### src/rtl/edge_ni.sv
// Mesh edge network interface: packetizes host requests into head/body/tail flits
// and unpacks ejected flits to host words. Optional EDGE_NI_STATS_EN adds packet counters.
module edge_ni #(
    parameter int DATA_W  = 32,
    parameter int COORD_W = 4,
    parameter int MAX_LEN = 8,
    parameter int SRC_X   = 0,
    parameter int SRC_Y   = 1,
    localparam int FLIT_W = DATA_W + 2,
    localparam int LEN_W  = $clog2(MAX_LEN + 1)
) (
    input  logic               clk_i,
    input  logic               rst_ni,
    input  logic               host_req_valid_i,
    output logic               host_req_ready_o,
    input  logic [COORD_W-1:0] host_dest_x_i,
    input  logic [COORD_W-1:0] host_dest_y_i,
    input  logic [LEN_W-1:0]   host_len_i,
    input  logic               host_data_valid_i,
    output logic               host_data_ready_o,
    input  logic [DATA_W-1:0]  host_data_i,
    output logic               mesh_tx_valid_o,
    input  logic               mesh_tx_ready_i,
    output logic [FLIT_W-1:0]  mesh_tx_flit_o,
    input  logic               mesh_rx_valid_i,
    output logic               mesh_rx_ready_o,
    input  logic [FLIT_W-1:0]  mesh_rx_flit_i,
    output logic               host_rx_valid_o,
    input  logic               host_rx_ready_i,
    output logic [DATA_W-1:0]  host_rx_data_o,
    output logic               host_rx_last_o,
    output logic [COORD_W-1:0] host_rx_src_x_o,
    output logic [COORD_W-1:0] host_rx_src_y_o,
    output logic               rx_err_o
`ifdef EDGE_NI_STATS_EN
   ,output logic [15:0]        tx_pkt_cnt_o,
    output logic [15:0]        rx_pkt_cnt_o
`endif
);

    // state    | meaning
    // TX_IDLE  | waiting for a host packet request
    // TX_HEAD  | presenting the head (or head_tail) flit
    // TX_DATA  | passing host payload words straight to the mesh
    // RX_HEAD  | expecting a head flit from the mesh
    // RX_PAY   | passing payload flits straight to the host
    typedef enum logic [1:0] {TX_IDLE, TX_HEAD, TX_DATA} tx_state_e;
    typedef enum logic {RX_HEAD, RX_PAY} rx_state_e;

    localparam logic [1:0] FT_BODY      = 2'b00;
    localparam logic [1:0] FT_HEAD      = 2'b01;
    localparam logic [1:0] FT_TAIL      = 2'b10;
    localparam logic [1:0] FT_HEAD_TAIL = 2'b11;

    tx_state_e          tx_state_q, tx_state_d;
    rx_state_e          rx_state_q, rx_state_d;
    logic [LEN_W-1:0]   rem_q, rem_d;
    logic [COORD_W-1:0] dest_x_q, dest_x_d;
    logic [COORD_W-1:0] dest_y_q, dest_y_d;
    logic [COORD_W-1:0] src_x_q, src_x_d;
    logic [COORD_W-1:0] src_y_q, src_y_d;
    logic               rx_err_q, rx_err_d;
    logic               en_q;
    logic [DATA_W-1:0]  head_payload;
    logic [LEN_W-1:0]   len_sat;
    logic [1:0]         rx_type;

    // en_q keeps the idle-state readies low while reset is asserted
    always_ff @(posedge clk_i or negedge rst_ni) begin
        if (!rst_ni) begin
            tx_state_q <= TX_IDLE;
            rem_q      <= '0;
            dest_x_q   <= '0;
            dest_y_q   <= '0;
            en_q       <= 1'b0;
        end else begin
            tx_state_q <= tx_state_d;
            rem_q      <= rem_d;
            dest_x_q   <= dest_x_d;
            dest_y_q   <= dest_y_d;
            en_q       <= 1'b1;
        end
    end

    always_comb begin
        head_payload = '0;
        head_payload[COORD_W-1:0]           = dest_x_q;
        head_payload[2*COORD_W-1:COORD_W]   = dest_y_q;
        head_payload[3*COORD_W-1:2*COORD_W] = COORD_W'(SRC_X);
        head_payload[4*COORD_W-1:3*COORD_W] = COORD_W'(SRC_Y);
    end

    assign len_sat = (host_len_i > LEN_W'(MAX_LEN)) ? LEN_W'(MAX_LEN) : host_len_i;

    always_comb begin
        tx_state_d        = tx_state_q;
        rem_d             = rem_q;
        dest_x_d          = dest_x_q;
        dest_y_d          = dest_y_q;
        host_req_ready_o  = 1'b0;
        host_data_ready_o = 1'b0;
        mesh_tx_valid_o   = 1'b0;
        mesh_tx_flit_o    = {FT_HEAD, head_payload};
        unique case (tx_state_q)
            TX_IDLE: begin
                host_req_ready_o = en_q;
                if (host_req_valid_i && en_q) begin
                    dest_x_d   = host_dest_x_i;
                    dest_y_d   = host_dest_y_i;
                    rem_d      = len_sat;
                    tx_state_d = TX_HEAD;
                end
            end
            TX_HEAD: begin
                mesh_tx_valid_o = 1'b1;
                mesh_tx_flit_o  = {(rem_q == '0) ? FT_HEAD_TAIL : FT_HEAD, head_payload};
                if (mesh_tx_ready_i) begin
                    tx_state_d = (rem_q == '0) ? TX_IDLE : TX_DATA;
                end
            end
            TX_DATA: begin
                mesh_tx_valid_o   = host_data_valid_i;
                host_data_ready_o = mesh_tx_ready_i;
                mesh_tx_flit_o    = {(rem_q == LEN_W'(1)) ? FT_TAIL : FT_BODY, host_data_i};
                if (host_data_valid_i && mesh_tx_ready_i) begin
                    rem_d = rem_q - LEN_W'(1);
                    if (rem_q == LEN_W'(1)) begin
                        tx_state_d = TX_IDLE;
                    end
                end
            end
            default: tx_state_d = TX_IDLE;
        endcase
    end

    always_ff @(posedge clk_i or negedge rst_ni) begin
        if (!rst_ni) begin
            rx_state_q <= RX_HEAD;
            src_x_q    <= '0;
            src_y_q    <= '0;
            rx_err_q   <= 1'b0;
        end else begin
            rx_state_q <= rx_state_d;
            src_x_q    <= src_x_d;
            src_y_q    <= src_y_d;
            rx_err_q   <= rx_err_d;
        end
    end

    assign rx_type = mesh_rx_flit_i[FLIT_W-1 -: 2];

    // A head-type flit is always consumed as a head; inside a packet it truncates it.
    always_comb begin
        rx_state_d      = rx_state_q;
        src_x_d         = src_x_q;
        src_y_d         = src_y_q;
        rx_err_d        = rx_err_q;
        mesh_rx_ready_o = 1'b0;
        host_rx_valid_o = 1'b0;
        host_rx_last_o  = 1'b0;
        unique case (rx_state_q)
            RX_HEAD: begin
                mesh_rx_ready_o = en_q;
                if (mesh_rx_valid_i && en_q) begin
                    if (rx_type[0]) begin
                        src_x_d = mesh_rx_flit_i[3*COORD_W-1:2*COORD_W];
                        src_y_d = mesh_rx_flit_i[4*COORD_W-1:3*COORD_W];
                        if (rx_type == FT_HEAD) begin
                            rx_state_d = RX_PAY;
                        end
                    end else begin
                        rx_err_d = 1'b1;
                    end
                end
            end
            RX_PAY: begin
                if (rx_type[0]) begin
                    mesh_rx_ready_o = 1'b1;
                    if (mesh_rx_valid_i) begin
                        rx_err_d = 1'b1;
                        src_x_d  = mesh_rx_flit_i[3*COORD_W-1:2*COORD_W];
                        src_y_d  = mesh_rx_flit_i[4*COORD_W-1:3*COORD_W];
                        if (rx_type == FT_HEAD_TAIL) begin
                            rx_state_d = RX_HEAD;
                        end
                    end
                end else begin
                    host_rx_valid_o = mesh_rx_valid_i;
                    mesh_rx_ready_o = host_rx_ready_i;
                    host_rx_last_o  = (rx_type == FT_TAIL);
                    if (mesh_rx_valid_i && host_rx_ready_i && (rx_type == FT_TAIL)) begin
                        rx_state_d = RX_HEAD;
                    end
                end
            end
            default: rx_state_d = RX_HEAD;
        endcase
    end

    assign host_rx_data_o  = mesh_rx_flit_i[DATA_W-1:0];
    assign host_rx_src_x_o = src_x_q;
    assign host_rx_src_y_o = src_y_q;
    assign rx_err_o        = rx_err_q;

`ifdef EDGE_NI_STATS_EN
    logic [15:0] tx_pkt_cnt_q, rx_pkt_cnt_q;
    logic        tx_pkt_done, rx_pkt_done;

    assign tx_pkt_done = mesh_tx_valid_o && mesh_tx_ready_i && mesh_tx_flit_o[FLIT_W-1];
    assign rx_pkt_done = mesh_rx_valid_i && mesh_rx_ready_o && rx_type[1];

    always_ff @(posedge clk_i or negedge rst_ni) begin
        if (!rst_ni) begin
            tx_pkt_cnt_q <= '0;
            rx_pkt_cnt_q <= '0;
        end else begin
            if (tx_pkt_done) tx_pkt_cnt_q <= tx_pkt_cnt_q + 16'd1;
            if (rx_pkt_done) rx_pkt_cnt_q <= rx_pkt_cnt_q + 16'd1;
        end
    end

    assign tx_pkt_cnt_o = tx_pkt_cnt_q;
    assign rx_pkt_cnt_o = rx_pkt_cnt_q;
`endif

endmodule

### config.mk
export PLATFORM = sky130hd
export DESIGN_NAME = edge_ni
export DESIGN_NICKNAME = d
export VERILOG_FILES = /design/src/rtl/edge_ni.sv
export SDC_FILE = /design/constraint.sdc
export NUM_CORES = 1
export LEC_CHECK = 0
export ABC_AREA = 1
export CORE_UTILIZATION = 32
export CTS_BUF_LIST = sky130_fd_sc_hd__clkbuf_16
export DETAILED_ROUTE_END_ITERATION = 8
export GPL_TIMING_DRIVEN = 1
export PLACE_DENSITY = 0.81
export SETUP_SLACK_MARGIN = 0.3
export SLEW_MARGIN = 5
export SYNTH_ARGS = -nofsm -noshare
export SYNTH_HDL_FRONTEND = slang
export SYNTH_SLANG_ARGS = --single-unit
### constraint.sdc
create_clock -name clk_i -period 1.9 [get_ports clk_i]
set_input_delay 0.38 -clock clk_i [delete_from_list [all_inputs] [get_ports clk_i]]
set_output_delay 0.38 -clock clk_i [all_outputs]
set_load 0.01 [all_outputs]
==> flow_summary.toml <==
[clock_tree]
cts_buffers = 3
cts.path.max_buffers = 2
clk_pin_slew_ps = 60
cts_tree = "done"
worst_skew_pair.late_latency_ps = 250
clock-root-buffer = "clkbuf_16"
htree_levels = 1
numClockSinks = 25

[yosys]
yosys.area.top_type = "dfrtp_1"
synth-async-reset-ratio_pct = 100
synth.distinct_cells = 22
seq_area_frac_synth_pct = 32.1
synth.top_cells.by_count = "nand2_1 (88), inv_1 (51), buf_4 (34)"
yosysWarnings = 0
ys_ff_latch = 25
synth_area_leaders = "dfrtp_1 (32%), nand2_1 (17%), buf_4 (13%)"
synth_top_area_share_pct = 32.1
synthFlopType = "dfrtp_1"
syn-cell-area_um2 = 1950
synthCells = 280
avgSynthCellArea_um2 = 6.97
synth_edf_count = 0
synth.most_common_cell = "nand2_1"
synth_nets = 372

[worst_hold_path]
holdPathStages = 1
holdPathEnd = "rx_err_o$_DFFE_PN0P_"
min_path_type = "reg2reg"
worstHoldStart = "rx_err_o$_DFFE_PN0P_"

[floorplan]
die_y_um = 80.1
rows = 28
io_pins = 166
die_w_um = 80.1
coreArea_um2 = 5890
die_area_um2 = 6410
initial_core_util_pct = 33.1

[routing]
via_per_inst = 4.55
antenna_left = 0
routedWlPerCell_um = 12.6
drt-initial-drc-count = 74
drc = 0
vias = 2167
totalWireLength_mm = 5.98
firstDrtPassIters = 4

[placed_design]
gp_congestion = 0.786
portBuffers = 117
hpwl_mm = 4.29
dpl-instance-area_um2 = 3120

[timing]
post-route-period-util_pct = 98.4
slew_viol_final = 0
setup_viol = 0
fmax_ghz = 0.535
hold_viol = 0
skew_ps = 1.76
fin_crit_ps = 1870
rsz0062_at_grt = "true"

[grt]
first_global_vias = 2134
antenna_found_initial = 0
grt_overflow = 0
grt_max_degree = 26
grtUsageTotal_pct = 17.8
grt_pass1_wl_mm = 9.13

[critical_path]
end_kind = "output port"
crit_type = "reg2out"
required_ps = 1520
worstPathMaxFanout = 5
r2r-start = "tx_state_q[0]$_DFFE_PN0P_"
critPathArrivalTime_ps = 1490
start_kind = "flip-flop"
r2r-end = "rem_q[0]$_DFFE_PN0P_"
reg2reg_slack_ps = 260
reg2reg_depth = 10

[cells_and_area]
synthToLayoutAreaGrowth_pct = 82.3
layout-drive-gt1-share_pct = 39.9
layout.nets = 494
fin_area_um2 = 3560
antennaDiodeCount = 0

[power]
leakagePower_nw = 1.95
comb_power_share_pct = 67.7
switching_share_pct = 41.7
p_per_area_nw_per_um2 = 1130
p_total_mw = 4.04
share_clk_of_total_power_pct = 11.5
internal_power_mw = 2.35
irDropWorstVdd_uv = 545
power_frac_seq_pct = 20.8
p_sw_mw = 1.68

[run]
drv_cap = 0

[status]
run_status = "finished, final reports clean"
[timing repair]
item,4_1_cts,5_1_grt
buffers inserted,4,7
pin swaps,11,8
resized for setup,181,118
hold buffers,0,0
cloned,1,1
hold endpoints to repair,0,0
setup endpoints to repair,52,44
[cell usage in the layout, fill, tap and decap left out, types with 3 or more instances in the layout]
cell,netlist,final
a21oi_1,3,3
nand2_4,2,13
o21ai_2,8,11
dfrtp_1,25,25
nor2_1,8,7
buf_8,0,4
nand3_1,26,17
nand3_2,0,9
inv_1,51,30
ha_4,0,4
nand2_1,88,67
nand2_2,0,10
clkbuf_16,0,4
o21ai_1,0,6
dlygate4sd2_1,0,9
buf_6,0,32
buf_2,5,17
inv_2,2,22
clkdlybuf4s50_1,0,66
buf_4,34,23
[worst max-delay path: stages, from the launching register on]
cell	delay (ps)
dfrtp_1	380
inv_2	80
ha_4	300
clkinvlp_4	130
o21ai_1	140
nand2_1	80
buf_6	120
[routing by layer]
metal,vias to the layer above,global-route usage [%],routed length (µm)
met5,-,0,0
met4,0,10.4,204
met3,28,4.43,522
met2,90,32.6,3190
met1,995,18.1,2070
li1,1054,-,-
[power by group through the flow]
stage	combinational (mW)	sequential [mW]	clock, mW
after floorplan	1.10	0.824	0
after global placement	2.14	0.819	0
after detailed placement	2.17	0.827	0
after CTS	2.33	0.833	0.479
after global routing	2.98	0.861	0.494
final	2.73	0.838	0.466
[worst max path at each step]
stage / start / end / depth (start not counted)
after floorplan: tx_state_q[1]$_DFFE_PN0P_ / mesh_tx_flit_o[0] / 6
after global placement: mesh_rx_flit_i[32] / mesh_rx_ready_o / 5
after detailed placement: mesh_rx_flit_i[32] / mesh_rx_ready_o / 5
after CTS: tx_state_q[1]$_DFFE_PN0P_ / mesh_tx_flit_o[3] / 6
after global routing: tx_state_q[1]$_DFFE_PN0P_ / mesh_tx_flit_o[3] / 6
final: tx_state_q[1]$_DFFE_PN0P_ / mesh_tx_flit_o[4] / 6
[state kept, by name, indices dropped and copies added (netlist names)]
signal / count
dest_x_q: 4
dest_y_q: 4
host_rx_src_x_o: 4
host_rx_src_y_o: 4
rem_q: 4
tx_state_q: 2
en_q: 1
rx_err_o: 1
rx_state_q: 1
[cell type report]
cell class / count / area [µm²]
fill: 523 / 2330
timing repair buffer: 156 / 1490
multi-input combinational: 162 / 1050
sequential: 25 / 626
inverter: 53 / 201
tap: 75 / 93.8
clock buffer: 3 / 75.1
clock inverter: 1 / 7.51
timing repair inverter: 1 / 7.51
[through the flow]
step / setup WS, ps / setup TNS (ps) / hold slack (ps) / std cells / util (%)
after global placement: -155 / -2190 / 451 / 459 / 53.0
after global routing: -54.7 / -167 / 488 / 476 / 60.4
after floorplan: 302 / 0 / 84.4 / 280 / -
after detailed placement: -176 / -3230 / 453 / 459 / 53.0
final: 30.3 / 0 / 466 / 476 / 60.4
after CTS: 55.6 / 0 / 473 / 468 / 56.3
[cells by family (layout without fill, tap and decap cells)]
group                    Yosys count  count (layout)  synth area share [%]
adder cells (fa/ha/maj)            7               7                  4.49
other                              1               1                 0.192
AND/OR/NAND/NOR                  127             127                  28.5
AO/OA/AOI/OAI                     27              27                  9.11
flip-flops                        25              25                  32.1
buffers and inverters             93             214                  25.6
Power figures use the tool's default switching activity.
==> RTL edit 1: new RTL, same settings <==
Build with the macro `EDGE_NI_STATS_EN` defined.
--- a/src/rtl/edge_ni.sv
+++ b/src/rtl/edge_ni.sv
@@ -1,4 +1,6 @@
 // Mesh edge network interface: packetizes host requests into head/body/tail flits
 // and unpacks ejected flits to host words. Optional EDGE_NI_STATS_EN adds packet counters.
+`define EDGE_NI_STATS_EN
+
 module edge_ni #(
     parameter int DATA_W  = 32,
Formal check against the unedited RTL (old outputs only; new: rx_pkt_cnt_o and tx_pkt_cnt_o): equivalent (equiv_simple and equiv_induct, registers matched by name and starting in step).
==> RTL edit 1 against the original RTL <==
  * The flow now finishes with violations (negative setup slack)
  * Sequential cell count grew 32
  * Core utilization shrank 1.2 points
  * Power grew 68%
  * Design area grew 84%
  * Synthesized area grew 90%
  * Setup slack lost 130 ps
  * Wire length grew 120%
  * Fmax shrank 6.4%
  * Register-to-register slack lost 270 ps
  * Critical path depth grew 1
==> RTL edit 1: results <==
[yosys]
synthMuxAreaShare = 0.0486
synth_compound_area_frac = 0.0445
synth_fa_ha_area_frac = 0.0304
synthXorXnorAreaFrac = 0.0401
yosys-top-cells-area = "dfrtp_1 (38%), nand2_1 (17%), buf_4 (6.5%)"
synth.net_count = 588
ys_types = 32
synthTopCellsByCount = "nand2_1 (168), inv_1 (61), dfrtp_1 (57)"

[status]
violations = "negative setup slack"
status = "finished, violations left"

[clock_tree]
cts.clk_slew.worst_paths_ps = 50
cts_buffers = 9
cts_max_level = 3

[power]
pwr.group.combinational_mw = 3.64
ir_drop_mv = 0.635
leakage_nw = 3.48
p_sw_frac = 0.387

[placement]
portBuffers = 149
dp_slack_ps = -254
routabilityCongestion = 0.907
dpl.hpwl_um = 8040

[route]
drt_iter0_markers = 231
vias_per_cell = 5.00
firstDrtPassIters = 5
wirelength_um = 13300

[setup_path]
reg2reg_depth = 13
cp_max_fo = 8
crit_arrival_ps = 1620
r2r-end = "tx_pkt_cnt_o[12]"

[sta]
finalSetupViolations = 19
setup_ws_ps = -97.8
skew_ps = 7.24
tns_ps = -839

[grt]
antenna_found_initial = 0
track_usage = 0.205
grt_max_degree = 58
grt_pass1_vias = 4089
grt_pass1_wl_um = 19100

[final_layout]
nNetsFinal = 778
## RTL edit 1: timing repair
action,in CTS,in global routing
pin swaps,47,46
endpoints found under the setup margin,106,90
cloned,5,5
buffers inserted,25,7
resized for setup,336,113
## RTL edit 1: cell type report
cell class | instances | area (um2)
Clock buffer | 9 | 225
Clock inverter | 7 | 30.0
Fill cell | 929 | 4520
Inverter | 62 | 258
Multi-Input combinational cell | 338 | 2270
Sequential cell | 57 | 1440
Tap cell | 140 | 175
Timing Repair Buffer | 215 | 2140
Timing Repair inverter | 1 | 16.3
## RTL edit 1: worst max-delay path: stages (launching register included)
cell and delay [ps]:
dfrtp_1 370, inv_2 70, buf_6 120, ha_4 320
inv_6 70, o21ai_1 140, nand2_1 70, buf_2 130
## RTL edit 1: worst max-delay path by stage
stage / slack, ps / cells past startpoint / to / from
finish: -100 / 7 / mesh_tx_flit_o[3] / tx_state_q[0]
global placement: -220 / 4 / host_rx_last_o / mesh_rx_flit_i[32]
detailed placement: -250 / 4 / host_rx_valid_o / mesh_rx_flit_i[32]
CTS: -50 / 7 / mesh_tx_flit_o[1] / tx_state_q[0]
global route: -160 / 7 / mesh_tx_flit_o[3] / tx_state_q[0]
floorplan: 300 / 6 / mesh_tx_flit_o[10] / tx_state_q[0]
## RTL edit 1: routing by layer
metal / vias up / track usage / routed length [um]
li1: 1910 / - / -
met1: 1987 / 0.224 / 4860
met2: 192 / 0.368 / 7100
met3: 53 / 0.0522 / 927
met4: 0 / 0.0971 / 452
met5: - / 0 / 0
## RTL edit 1: per-stage QoR
step                area (um2)  cells
CTS                       5980    817
global route              6560    829
finish                    6560    829
global placement          5330    771
floorplan                 3730    494
detailed placement        5330    771
==> RTL edit 2: new RTL, same flow settings <==
Without the edit above. Re-encode `tx_state_e` (3 states) as one-hot, 3 bits wide.
--- a/src/rtl/edge_ni.sv
+++ b/src/rtl/edge_ni.sv
@@ -45,5 +45,5 @@
     // RX_HEAD  | expecting a head flit from the mesh
     // RX_PAY   | passing payload flits straight to the host
-    typedef enum logic [1:0] {TX_IDLE, TX_HEAD, TX_DATA} tx_state_e;
+    typedef enum logic [2:0] {TX_IDLE = 3'b001, TX_HEAD = 3'b010, TX_DATA = 3'b100} tx_state_e;
     typedef enum logic {RX_HEAD, RX_PAY} rx_state_e;
 
Formal check against the unedited RTL: same outputs for any inputs over 10 cycles, from zero or initial values and one cycle with rst_ni low; not proved beyond that.
==> RTL edit 2 against the original RTL <==
  * Synthesized area shrank 2.2%
  * Setup slack improved by 54 ps
  * Via count fell by 2.6%
  * Largest cell class unchanged
  * Sequential power increased by 4.1%
  * Core utilization down 2.4 points
  * Design area is 7.9% lower
  * Sequential share of layout area rose by 2.3 points
  * Highest routed layer unchanged
  * Synthesized cell count down 0.71%
  * Power shrank 17%
  * Sequential cell count is 1 higher
  * Clock skew grew 5.5 ps
  * Worst hold slack better by 6.6 ps
  * Final cell count down 0.84%
  * Wire length increased by 5.5%
==> RTL edit 2: results <==
[placement]
dp_slack_ps = -266
place_inst = 450
routabilityCongestion = 0.830
placed_area_um2 = 3040
dpl.hpwl_um = 5000

[setup_path]
crit_arrival_ps = 1440
r2r-end = "tx_state_q[2]"
cp_max_fo = 25
crit_end = "mesh_tx_flit_o[9]"
timing.rr.start = "rem_q[0]"
r2r_setup_slack_ps = 220
reg2reg_depth = 13
cpMaxStageDelayCell = "dfstp_2"
startpoint = "tx_state_q[0]"

[sta]
skew_ps = 7.26
period_minus_slack_ps = 1820
hold_ws_ps = 472

[yosys]
ys_ff_latch = 26
synthTopCellsByCount = "nand2_1 (80), inv_1 (46), buf_4 (34)"
synth.net_count = 365
ys_types = 29
ys_seq_area_frac = 0.342
synth_compound_area_frac = 0.0570
avgSynthCellArea_um2 = 6.86
yosys-top-cells-area = "dfrtp_1 (33%), nand2_1 (16%), buf_4 (13%)"
synth_fa_ha_area_frac = 0.0131

[route]
drt_iter0_markers = 72
wl_met2_um = 3380
met1_length_um = 2260
vias = 2110
wl_met3_um = 598

[grt]
grt_pass1_wl_um = 10000
grt_pass1_vias = 2190
antenna_found_initial = 0
gr-usage-met2 = 0.404
gr-usage-met3 = 0.0529
track_usage = 0.204
met1_usage = 0.202

[power]
ir_drop_mv = 0.594
pg_clk_mw = 0.607
p_int_mw = 2.14
pwr.group.combinational_mw = 1.88
p_seq_mw = 0.872
leakage_nw = 1.85

[flow_run]
drv_cap = 0

[die]
core_region_area_um2 = 5640

[final_layout]
num-nonclk-inverters = 48
clkCellAreaFrac = 0.0321
layout.cells.non_filler = 472
fillers = 532
seqCellArea_um2 = 652
final-nonclk-buf-share = 0.427
multi_input_area_um2 = 847
syn2layout_area_growth_pct = 71.6
buffers_excl_clock = 157
drive_gt1_frac = 0.255
nNetsFinal = 488
multi_input_cells = 165

[status]
status = "completed"
-- RTL edit 2: changes by cell type in the layout (fill, tap and decap cells not counted), sizes merged, moves of 3 or more --
cell and change:
clkdlybuf4s15 +3, dlygate4sd2 +13, buf -13, nand3 -8, ha -5, o21ai -4, inv -5, nor2 +27
nand2 -6
-- RTL edit 2: repair_timing --
action                     in CTS  in global routing
cloned                          0                  0
hold buffers                    0                  0
buffers inserted               15                  3
resized for setup             136                 31
setup endpoints to repair      48                 41
pin swaps                       7                  9
-- RTL edit 2: worst reg2reg max path, cell delays in order, from the launching register on --
cell     delay, ps
dfrtp_1        370
inv_2           60
ha_4           170
inv_4           70
nor3_4          40
buf_4          140
buf_6          100
buf_6          100
buf_6          100
buf_6          100
buf_6          110
nor2_4         100
nand3_2         80
nand2_2         80
